### src/rtl/vmem_pkg.sv
// Shared constants and state encoding for the video-memory write arbiter.
// Pixel width is fixed at 3 bits; address width and depth are defaults only.
package vmem_pkg;

  localparam int VMEM_ADDRW_DEF   = 16;
  localparam int VMEM_ENTRIES_DEF = 65536;
  localparam int PIX_W            = 3;

  typedef enum logic {
    ST_ARB   = 1'b0,
    ST_CLEAR = 1'b1
  } state_e;

endpackage

### src/rtl/vmem_write_arbiter_if.sv
// Requester handshake, clear control and vmem write bus of the arbiter.
// The slave modport is the arbiter; the master modport is the core/requester side.
interface vmem_write_arbiter_if #(
  parameter int NUM_REQ    = 4,
  parameter int VMEM_ADDRW = 16
);
  import vmem_pkg::*;

  logic [NUM_REQ-1:0]            req_valid_i;
  logic [NUM_REQ*VMEM_ADDRW-1:0] req_addr_i;
  logic [NUM_REQ*PIX_W-1:0]      req_data_i;
  logic [NUM_REQ-1:0]            req_ready_o;
  logic                          clear_i;
  logic [PIX_W-1:0]              clear_color_i;
  logic                          busy_o;
  logic                          done_o;
  logic                          we_o;
  logic [VMEM_ADDRW-1:0]         waddr_o;
  logic [PIX_W-1:0]              wdata_o;

  modport slave (
    input  req_valid_i, req_addr_i, req_data_i, clear_i, clear_color_i,
    output req_ready_o, busy_o, done_o, we_o, waddr_o, wdata_o
  );

  modport master (
    output req_valid_i, req_addr_i, req_data_i, clear_i, clear_color_i,
    input  req_ready_o, busy_o, done_o, we_o, waddr_o, wdata_o
  );

endinterface

### src/rtl/vmem_rr_arbiter.sv
// Combinational round-robin picker: first asserted request at or after ptr, wrapping.
// Produces a one-hot grant, or zero when en is low or nothing is requested.
module vmem_rr_arbiter #(
  parameter int NUM_REQ = 4,
  parameter int PTRW    = $clog2(NUM_REQ)
) (
  input  logic [NUM_REQ-1:0] req,
  input  logic [PTRW-1:0]    ptr,
  input  logic               en,
  output logic [NUM_REQ-1:0] gnt
);

  logic [PTRW-1:0] idx;
  logic            found;

  always_comb begin
    gnt   = '0;
    found = 1'b0;
    idx   = '0;
    for (int i = 0; i < NUM_REQ; i++) begin
      idx = PTRW'((int'(ptr) + i) % NUM_REQ);
      if (en && !found && req[idx]) begin
        gnt[idx] = 1'b1;
        found    = 1'b1;
      end
    end
  end

endmodule

### src/rtl/vmem_write_arbiter.sv
// Shares the vmem write port among NUM_REQ requesters (round-robin) and runs a
// full-frame clear sequencer that owns the port exclusively while busy.
module vmem_write_arbiter
  import vmem_pkg::*;
#(
  parameter int NUM_REQ      = 4,
  parameter int VMEM_ADDRW   = VMEM_ADDRW_DEF,
  parameter int VMEM_ENTRIES = VMEM_ENTRIES_DEF
) (
  input logic                 clk_i,
  input logic                 rst_ni,
  vmem_write_arbiter_if.slave bus
);

  localparam int PTRW = (NUM_REQ > 1) ? $clog2(NUM_REQ) : 1;
  // One extra bit so the terminal count compare never aliases through a wrap.
  localparam int CNTW = VMEM_ADDRW + 1;
  localparam logic [CNTW-1:0] CNT_LAST = CNTW'(VMEM_ENTRIES - 1);

  state_e                 state_q, state_d;
  logic [PTRW-1:0]        ptr_q, ptr_d;
  logic [CNTW-1:0]        cnt_q, cnt_d;
  logic [PIX_W-1:0]       color_q, color_d;
  logic                   we_q, we_d;
  logic [VMEM_ADDRW-1:0]  waddr_q, waddr_d;
  logic [PIX_W-1:0]       wdata_q, wdata_d;
  logic                   done_q, done_d;

  logic                   arb_en;
  logic [NUM_REQ-1:0]     gnt;

  // Grants are suppressed in reset, during a clear, and on the cycle a clear starts.
  assign arb_en = rst_ni && (state_q == ST_ARB) && !bus.clear_i;

  vmem_rr_arbiter #(
    .NUM_REQ (NUM_REQ),
    .PTRW    (PTRW)
  ) u_rr (
    .req (bus.req_valid_i),
    .ptr (ptr_q),
    .en  (arb_en),
    .gnt (gnt)
  );

  always_comb begin
    state_d = state_q;
    ptr_d   = ptr_q;
    cnt_d   = cnt_q;
    color_d = color_q;
    we_d    = 1'b0;
    waddr_d = waddr_q;
    wdata_d = wdata_q;
    done_d  = 1'b0;
    unique case (state_q)
      ST_ARB: begin
        if (bus.clear_i) begin
          state_d = ST_CLEAR;
          cnt_d   = '0;
          color_d = bus.clear_color_i;
        end else begin
          for (int i = 0; i < NUM_REQ; i++) begin
            if (gnt[i]) begin
              we_d    = 1'b1;
              waddr_d = bus.req_addr_i[i*VMEM_ADDRW +: VMEM_ADDRW];
              wdata_d = bus.req_data_i[i*PIX_W +: PIX_W];
              ptr_d   = (i == NUM_REQ - 1) ? '0 : PTRW'(i + 1);
            end
          end
        end
      end
      ST_CLEAR: begin
        we_d    = 1'b1;
        waddr_d = cnt_q[VMEM_ADDRW-1:0];
        wdata_d = color_q;
        cnt_d   = cnt_q + CNTW'(1);
        if (cnt_q == CNT_LAST) begin
          state_d = ST_ARB;
          done_d  = 1'b1;
        end
      end
      default: state_d = ST_ARB;
    endcase
  end

  always_ff @(posedge clk_i or negedge rst_ni) begin
    if (!rst_ni) begin
      state_q <= ST_ARB;
      ptr_q   <= '0;
      cnt_q   <= '0;
      color_q <= '0;
      we_q    <= 1'b0;
      waddr_q <= '0;
      wdata_q <= '0;
      done_q  <= 1'b0;
    end else begin
      state_q <= state_d;
      ptr_q   <= ptr_d;
      cnt_q   <= cnt_d;
      color_q <= color_d;
      we_q    <= we_d;
      waddr_q <= waddr_d;
      wdata_q <= wdata_d;
      done_q  <= done_d;
    end
  end

  assign bus.req_ready_o = gnt;
  assign bus.busy_o      = (state_q == ST_CLEAR);
  assign bus.done_o      = done_q;
  assign bus.we_o        = we_q;
  assign bus.waddr_o     = waddr_q;
  assign bus.wdata_o     = wdata_q;

endmodule

### src/flat_wrapper.sv
// flat-port wrapper written by rule: the top's interface ports become plain ports
module vmem_write_arbiter_flat import vmem_pkg::*;
#(
  parameter int NUM_REQ      = 4,
  parameter int VMEM_ADDRW   = VMEM_ADDRW_DEF,
  parameter int VMEM_ENTRIES = VMEM_ENTRIES_DEF
)
  (clk_i, rst_ni, bus_req_valid_i, bus_req_addr_i, bus_req_data_i, bus_clear_i, bus_clear_color_i, bus_req_ready_o, bus_busy_o, bus_done_o, bus_we_o, bus_waddr_o, bus_wdata_o);
  vmem_write_arbiter_if #(.NUM_REQ(NUM_REQ), .VMEM_ADDRW(VMEM_ADDRW)) bus_i ();
  input logic clk_i;
  input logic rst_ni;
  input wire logic [$bits(bus_i.req_valid_i)-1:0] bus_req_valid_i;
  input wire logic [$bits(bus_i.req_addr_i)-1:0] bus_req_addr_i;
  input wire logic [$bits(bus_i.req_data_i)-1:0] bus_req_data_i;
  input wire logic [$bits(bus_i.clear_i)-1:0] bus_clear_i;
  input wire logic [$bits(bus_i.clear_color_i)-1:0] bus_clear_color_i;
  output wire logic [$bits(bus_i.req_ready_o)-1:0] bus_req_ready_o;
  output wire logic [$bits(bus_i.busy_o)-1:0] bus_busy_o;
  output wire logic [$bits(bus_i.done_o)-1:0] bus_done_o;
  output wire logic [$bits(bus_i.we_o)-1:0] bus_we_o;
  output wire logic [$bits(bus_i.waddr_o)-1:0] bus_waddr_o;
  output wire logic [$bits(bus_i.wdata_o)-1:0] bus_wdata_o;
  assign bus_i.req_valid_i = bus_req_valid_i;
  assign bus_i.req_addr_i = bus_req_addr_i;
  assign bus_i.req_data_i = bus_req_data_i;
  assign bus_i.clear_i = bus_clear_i;
  assign bus_i.clear_color_i = bus_clear_color_i;
  assign bus_req_ready_o = bus_i.req_ready_o;
  assign bus_busy_o = bus_i.busy_o;
  assign bus_done_o = bus_i.done_o;
  assign bus_we_o = bus_i.we_o;
  assign bus_waddr_o = bus_i.waddr_o;
  assign bus_wdata_o = bus_i.wdata_o;
  vmem_write_arbiter #(.NUM_REQ(NUM_REQ), .VMEM_ADDRW(VMEM_ADDRW), .VMEM_ENTRIES(VMEM_ENTRIES)) u_core (.clk_i(clk_i), .rst_ni(rst_ni), .bus(bus_i));
endmodule
### config.mk
export PLATFORM = sky130hd
export DESIGN_NAME = vmem_write_arbiter_flat
export DESIGN_NICKNAME = d
export VERILOG_FILES = /design/src/rtl/vmem_pkg.sv /design/src/rtl/vmem_write_arbiter_if.sv /design/src/rtl/vmem_rr_arbiter.sv /design/src/rtl/vmem_write_arbiter.sv /design/src/flat_wrapper.sv
export SDC_FILE = /design/constraint.sdc
export NUM_CORES = 1
export LEC_CHECK = 0
export ABC_CLOCK_PERIOD_IN_PS = 3200
export BUFFER_PORTS_ARGS = -buffer_cell sky130_fd_sc_hd__buf_2
export CAP_MARGIN = 40
export CORE_UTILIZATION = 35
export CTS_CLUSTER_DIAMETER = 200
export DETAILED_ROUTE_END_ITERATION = 10
export GPL_ROUTABILITY_DRIVEN = 0
export SLEW_MARGIN = 15
export SYNTH_ARGS = -nofsm -noshare
export SYNTH_HDL_FRONTEND = slang
export SYNTH_SLANG_ARGS = --single-unit
### constraint.sdc
create_clock -name clk_i -period 3.2 [get_ports clk_i]
set_clock_uncertainty 0.1 [all_clocks]
set_input_delay 0.16 -clock clk_i [delete_from_list [all_inputs] [get_ports clk_i]]
set_output_delay 0.16 -clock clk_i [all_outputs]
set_load 0.05 [all_outputs]
; ---- After elaboration in Yosys (flattened, before gate mapping)
; Cells that the tools add are included.
[totals]
output_inout_bits = 26
word_cells = 102
in_bits = 86
register_bits = 44
[op_classes]
magnitude_cmp = 8
n_bitwise = 5
eq_ne = 4
reduce_logical = 21
add_sub_neg = 4
n_mux = 52
[ops]
columns = op, n
row1 = $mux 16, 5
row2 = $pmux 17 s2, 1
row3 = $pmux 16 s2, 1
row4 = $mux 1, 20
row5 = $add 17x1->17 const B, 1
row6 = $eq 17x16->1 const B, 1
row7 = $mux 17, 1
row8 = $mux 4, 4
row9 = $mux 3, 5
row10 = $logic_and 1x1->1, 13
row11 = $lt 2x3->1 const B, 4
row12 = $or 4x4->4, 3
row13 = $bmux 1 s2, 4
row14 = $demux 1 s2, 4
row15 = $ge 2x1->1 const B, 4
row16 = $mux 2, 4
row17 = $pmux 3 s2, 1
row18 = $ne 5x5->1 const B, 1
row19 = $add 2x2->2 const B, 2
row20 = $logic_not 1->1, 4
row21 = $ne 2x2->1 const B, 2
row22 = $pmux 1 s2, 2
row23 = $reduce_and 2->1, 2
row24 = $reduce_bool 4->1, 1
row25 = 3 further kinds, 4

; ---- Depth between registers and ports, before layout
[logic_depth]
word_depth = 23
ltp_mapped = 12
ltp_nobuf = 9

; ---- By module
; A second synthesis with hierarchy kept.
[hier_totals]
hier_cells = 317
area_unflattened_um2 = 3091.7
[modules_own_cells]
columns = module, n_inst, area_per_inst_um2, cells_each, seq_area_each_um2
row1 = vmem_write_arbiter, 1, 2706.3, 274, 1101.1
row2 = vmem_rr_arbiter, 1, 385.4, 43, 0.0

; ---- Worst setup path after synthesis
; No wires, ideal clock.
[synth_path]
path_type = reg2reg
start = reg u_core.state_q, in the netlist u_core.bus.busy_o
end = reg u_core.waddr_q[10], in the netlist u_core.bus.waddr_o[10]
stages_incl_launch_ff = 12
required_time_ps = 3008
slack_ps = 217
synth_period_minus_slack_ps = 2983
setup_time_ps = 92
n_path_buf = 4
t_arrival_ps = 2791
path_cell_list = dfrtp_1 > buf_6 > or3b_1 > buf_2 > or3_1 > buf_6 > a21oi_4 > nor2_4 > inv_2 > nor3_4 > buf_6 > o31ai_2
[synth_between]
elab_chain_cells = 22
word_cells_on_any_way = 31
classes_between = eq/ne (2) / mux (12) / bitwise (4) / reduce/logical (13)
[synth_lines]
columns = element, line
row1 = start: declaration, vmem_write_arbiter.sv:20  ; state_e state_q, state_d;
row2 = start signal: assignment, vmem_write_arbiter.sv:96  ; state_q <= state_d;
row3 = $not 1->1 (no source line) *, n/a
row4 = $logic_and 1x1->1 * (2 in series), vmem_write_arbiter.sv:33  ; assign arb_en = rst_ni && (state_q == ST_ARB) && !bus.clear_i;
row5 = $logic_and 1x1->1, vmem_rr_arbiter.sv:22  ; if (en && !found && req[idx]) begin
row6 = $mux 1, vmem_rr_arbiter.sv:22
row7 = $logic_not 1->1, vmem_rr_arbiter.sv:22
row8 = $logic_and 1x1->1 (2 in series), vmem_rr_arbiter.sv:22
row9 = $mux 1, vmem_rr_arbiter.sv:22
row10 = $logic_not 1->1, vmem_rr_arbiter.sv:22
row11 = $logic_and 1x1->1 (2 in series), vmem_rr_arbiter.sv:22
row12 = $mux 1, vmem_rr_arbiter.sv:22
row13 = $logic_not 1->1, vmem_rr_arbiter.sv:22
row14 = $logic_and 1x1->1 (2 in series), vmem_rr_arbiter.sv:22
row15 = $mux 4 *, vmem_rr_arbiter.sv:22
row16 = net bus_req_ready_o[1], flat_wrapper.sv:17  ; output wire logic [$bits(bus_i.req_ready_o)-1:0] bus_req_ready_o;
row17 = $mux 16 (3 in series), vmem_write_arbiter.sv:62  ; if (gnt[i]) begin
row18 = $mux 16, vmem_write_arbiter.sv:56  ; if (bus.clear_i) begin
row19 = $pmux 16 s2, vmem_write_arbiter.sv:54  ; unique case (state_q)
row20 = end signal: assignment, vmem_write_arbiter.sv:101  ; waddr_q <= waddr_d;
row21 = end: declaration, vmem_write_arbiter.sv:25  ; logic [VMEM_ADDRW-1:0] waddr_q, waddr_d;
; Mark *: on every way through the listed nets, which the timed path passes. The rest lies on a longest branch. The select of a mux whose other input is x is not followed.
; A chain may end at the register's enable or synchronous reset.

; ---- Worst setup path after layout
[layout_path]
start = reg u_core.ptr_q[1]
end = out bus_req_ready_o[3]
[layout_between]
elab_chain_cells = 16
word_cells_on_any_way = 51
classes_between = add/sub (3) / order compare (8) / mux (23) / bitwise (3) / reduce/logical (14)
[layout_lines]
columns = element, line
row1 = start: declaration, vmem_write_arbiter.sv:21  ; logic [PTRW-1:0] ptr_q, ptr_d;
row2 = start signal: assignment, vmem_write_arbiter.sv:97  ; ptr_q <= ptr_d;
row3 = branches (longest 15 deep; another with $lt 2x3->1), n/a
row4 = $mux 4 *, vmem_rr_arbiter.sv:22
row5 = end: declaration, flat_wrapper.sv:17
; Mark *: on every way between the ends. The select of a mux whose other input is x is not followed.

==> impl_metrics.env <==
export IMPL_status="finished, final reports clean"
export IMPL_grt_pass1_vias=3120
export IMPL_synthCells=357
export IMPL_setup_violations=0
export IMPL_root_buffer="clkbuf_8"
export IMPL_synth_top_family_by_area="compound AO/OA/AOI/OAI gates"
export IMPL_multi_input_area_um2=2050
export IMPL_syn_area_um2=3330
export IMPL_powerDensity_nw_per_um2=551
export IMPL_core_area_um2=9240
export IMPL_avgViaCountPerCell=5.43
export IMPL_num_vias=3252
export IMPL_dp_slack_ps=197
export IMPL_critPathTopFamily="buffers and inverters"
export IMPL_clkTransAtPathRegs_ps=90
export IMPL_start_util=0.361
export IMPL_cts_made_buffers=5
export IMPL_tightest_slew_ps=758
export IMPL_die_h_um=99.6
export IMPL_first_pass_iters=4
export IMPL_tns_ps=0
export IMPL_report_final_slew_viol_count=0
export IMPL_critPathCaptureType="primary output"
export IMPL_crit_fanout=15
export IMPL_htreeDepth=2
export IMPL_ys_seq_area_frac=0.330
export IMPL_synth_edf_count=0
export IMPL_port_buffers=111
export IMPL_drc_errors=0
export IMPL_grt_ovfl_total=0
export IMPL_yosys_area_top_type_share=0.330
export IMPL_drt_initial_drc_count=229
export IMPL_cp_slowest_cell="dfrtp_2"
export IMPL_slew_headroom=0.493
export IMPL_worst_slack_ps=136
export IMPL_hpwlAfterDp_um=7570
export IMPL_ios=112
export IMPL_yosys_area_share_simple=0.204
export IMPL_critical_path_arrival_ps=2800
export IMPL_ant_nets=0
export IMPL_total_leakage_power_nw=2.03
export IMPL_synth_fa_ha_area_frac=0.0338
export IMPL_clkSinkCount=44
export IMPL_ys_seq_elements=44
export IMPL_grt_antenna_before_repair=0
export IMPL_postCtsSetupRepairBufs=0
export IMPL_crit_chain="inv_1 -> ha_1 -> mux4_2 -> or3_4 -> a21oi_1 -> a21oi_2 -> buf_4 -> inv_1 -> clkbuf_4"
export IMPL_synth_cell_types=56
export IMPL_row_count=35
export IMPL_synth_nets=452
export IMPL_synth_mux_area_frac=0.0912
export IMPL_grt_pass1_wl_um=15700
export IMPL_grt_use_total=0.203
export IMPL_hp_class="in -> reg"
export IMPL_regArea_um2=1100
export IMPL_vdd_drop_max_mv=0.227
export IMPL_nets=565
export IMPL_synthXorXnorAreaFrac=0.00788
export IMPL_avgSynthCellArea_um2=9.34
export IMPL_layout_common_cells="buf_2, dfrtp_1, o21ai_0, nand2_1, nand3_1"
export IMPL_rsz0062_at_grt="no"
export IMPL_synthTopCellsByArea="dfrtp_1, mux2i_1, a41oi_1"
export IMPL_hold_viol_final=0
export IMPL_async_reset_ff_frac=1.00
export IMPL_drv_cap=0
export IMPL_area_growth_pct=26.4
export IMPL_critPathBufInv=4
export IMPL_grt_max_degree=45
export IMPL_wl_per_cell_um=16.4
export IMPL_cpMostUsedCell="inv_1"
export IMPL_worst_setup_path_type="reg -> out"
export IMPL_dieArea_um2=9920
export IMPL_max_freq_mhz=326
export IMPL_dp_cells=587
export IMPL_clk_path_buf_depth=2
export IMPL_n_antenna_cell=0
export IMPL_wl_um=9810
export IMPL_fill_cells=904
export IMPL_mostFrequentLayoutCell="buf_2"
export IMPL_min_period_ps=3060
export IMPL_required_ps=2940
export IMPL_clk_latency_ps=310
export IMPL_reg2reg_slack_ps=350
export IMPL_ys_flop_type="dfrtp_1"
export IMPL_fin_crit_sh=0.957
export IMPL_worst_path_largest_cell_delay_ps=470
export IMPL_synth_compound_area_share=0.274
export IMPL_die_x_um=99.6
export IMPL_yosys_area_top_type="dfrtp_1"
export IMPL_final_cells=599
export IMPL_drive_above_1_share=0.360
export IMPL_cts_tree="built"
export IMPL_startpoint_type="register"
export IMPL_yosys_warnings=0
[logic make-up (layout without fill, tap and decap cells)]
kind of cell	after synthesis	count (layout)
AO/OA/AOI/OAI	117	117
XOR/XNOR	3	3
adder cells (fa/ha/maj)	9	9
buffers and inverters	37	150
flip-flops	44	44
multiplexers	25	25
AND/OR/NAND/NOR	122	122
[through the flow]
step	util	hold slack, ps	area (um^2)	power [mW]
2_1_floorplan	-	-236	3330	1.54
3_3_place_gp	0.434	255	4010	1.80
3_5_place_dp	0.435	251	4020	1.81
4_1_cts	0.455	28.2	4210	2.32
5_1_grt	0.456	42.3	4210	2.44
6_report	0.456	27.4	4210	2.32
[repair_timing]
action / CTS / global route
hold buffers: 5 / 0
endpoints found under the hold margin: 48 / 0
setup endpoints to repair: 2 / 3
gates resized for setup: 1 / 3
[final cells by class]
cell class	count	area share
Timing Repair Buffer	131	0.173
Inverter	12	0.0107
Multi-Input combinational cell	276	0.486
Tap cell	129	0.0383
Sequential cell	44	0.262
Clock inverter	2	0.0143
Clock buffer	5	0.0163
[worst reg2reg max path, stage by stage, from the launching register on]
cell     delay [ps]
dfrtp_2         470
inv_1           140
ha_1            270
mux4_2          360
a21oi_1         280
o22ai_4         160
nor3_4          600
a41oi_1         240
o31ai_1         130
[cells in the mapped netlist (all sizes together), types with 2 or more instances]
cell and number:
buf 15, nor3 2, clkbuf 10, and2 20
dfrtp 44, xnor2 2, a41oi 17, nand3 27
a21o 2, mux4 4, nand2 27, mux2 3
or3b 3, mux2i 18, or2 4, o21ai 30
and3 20, nor2 9, ha 9, o22ai 2
inv 11, o211ai 5, nand3b 4, o21bai 18
o31ai 21, a21oi 10, nand2b 2, o221ai 2
[per-layer routing]
| layer | routed length [um] | global-route usage | share of wire |
|---|---|---|---|
| met1 | 4530 | 0.273 | 0.46 |
| met2 | 4740 | 0.333 | 0.48 |
| met3 | 412 | 0.0358 | 0.042 |
| met4 | 135 | 0.0611 | 0.014 |
| met5 | 0 | 0 | 0 |
[sequential cells by signal, summed over array words and instances (netlist names)]
signal / cells
u_core.cnt_q: 17
u_core.bus.waddr_o: 16
u_core.bus.wdata_o: 3
u_core.color_q: 3
u_core.ptr_q: 2
u_core.bus.busy_o: 1
u_core.bus.done_o: 1
u_core.bus.we_o: 1
[where the power goes]
part / switching (mW) / leakage, nW / total (mW) / internal [mW]
registers: 0.160 / 0.512 / 0.881 / 0.721
clock network: 0.199 / 0.0642 / 0.506 / 0.307
logic: 0.587 / 1.46 / 0.934 / 0.347
[final timing paths]
kind                                                     from                                 to  cells past startpoint
worst max-delay path              u_core.ptr_q[1]$_DFFE_PN0P_                 bus_req_ready_o[3]                      9
worst min-delay path                       bus_req_addr_i[48]  u_core.bus.waddr_o[0]$_DFFE_PN0P_                      3
worst max register to register    u_core.ptr_q[1]$_DFFE_PN0P_  u_core.bus.wdata_o[0]$_DFFE_PN0P_                      8
worst min register to register  u_core.color_q[2]$_DFFE_PN0P_      u_core.color_q[2]$_DFFE_PN0P_                      1
max in group asynchronous                              rst_ni        u_core.ptr_q[1]$_DFFE_PN0P_                      3
min in group asynchronous                              rst_ni       u_core.cnt_q[14]$_DFFE_PN0P_                      3
No activity file was read; power rests on OpenSTA's default activity.
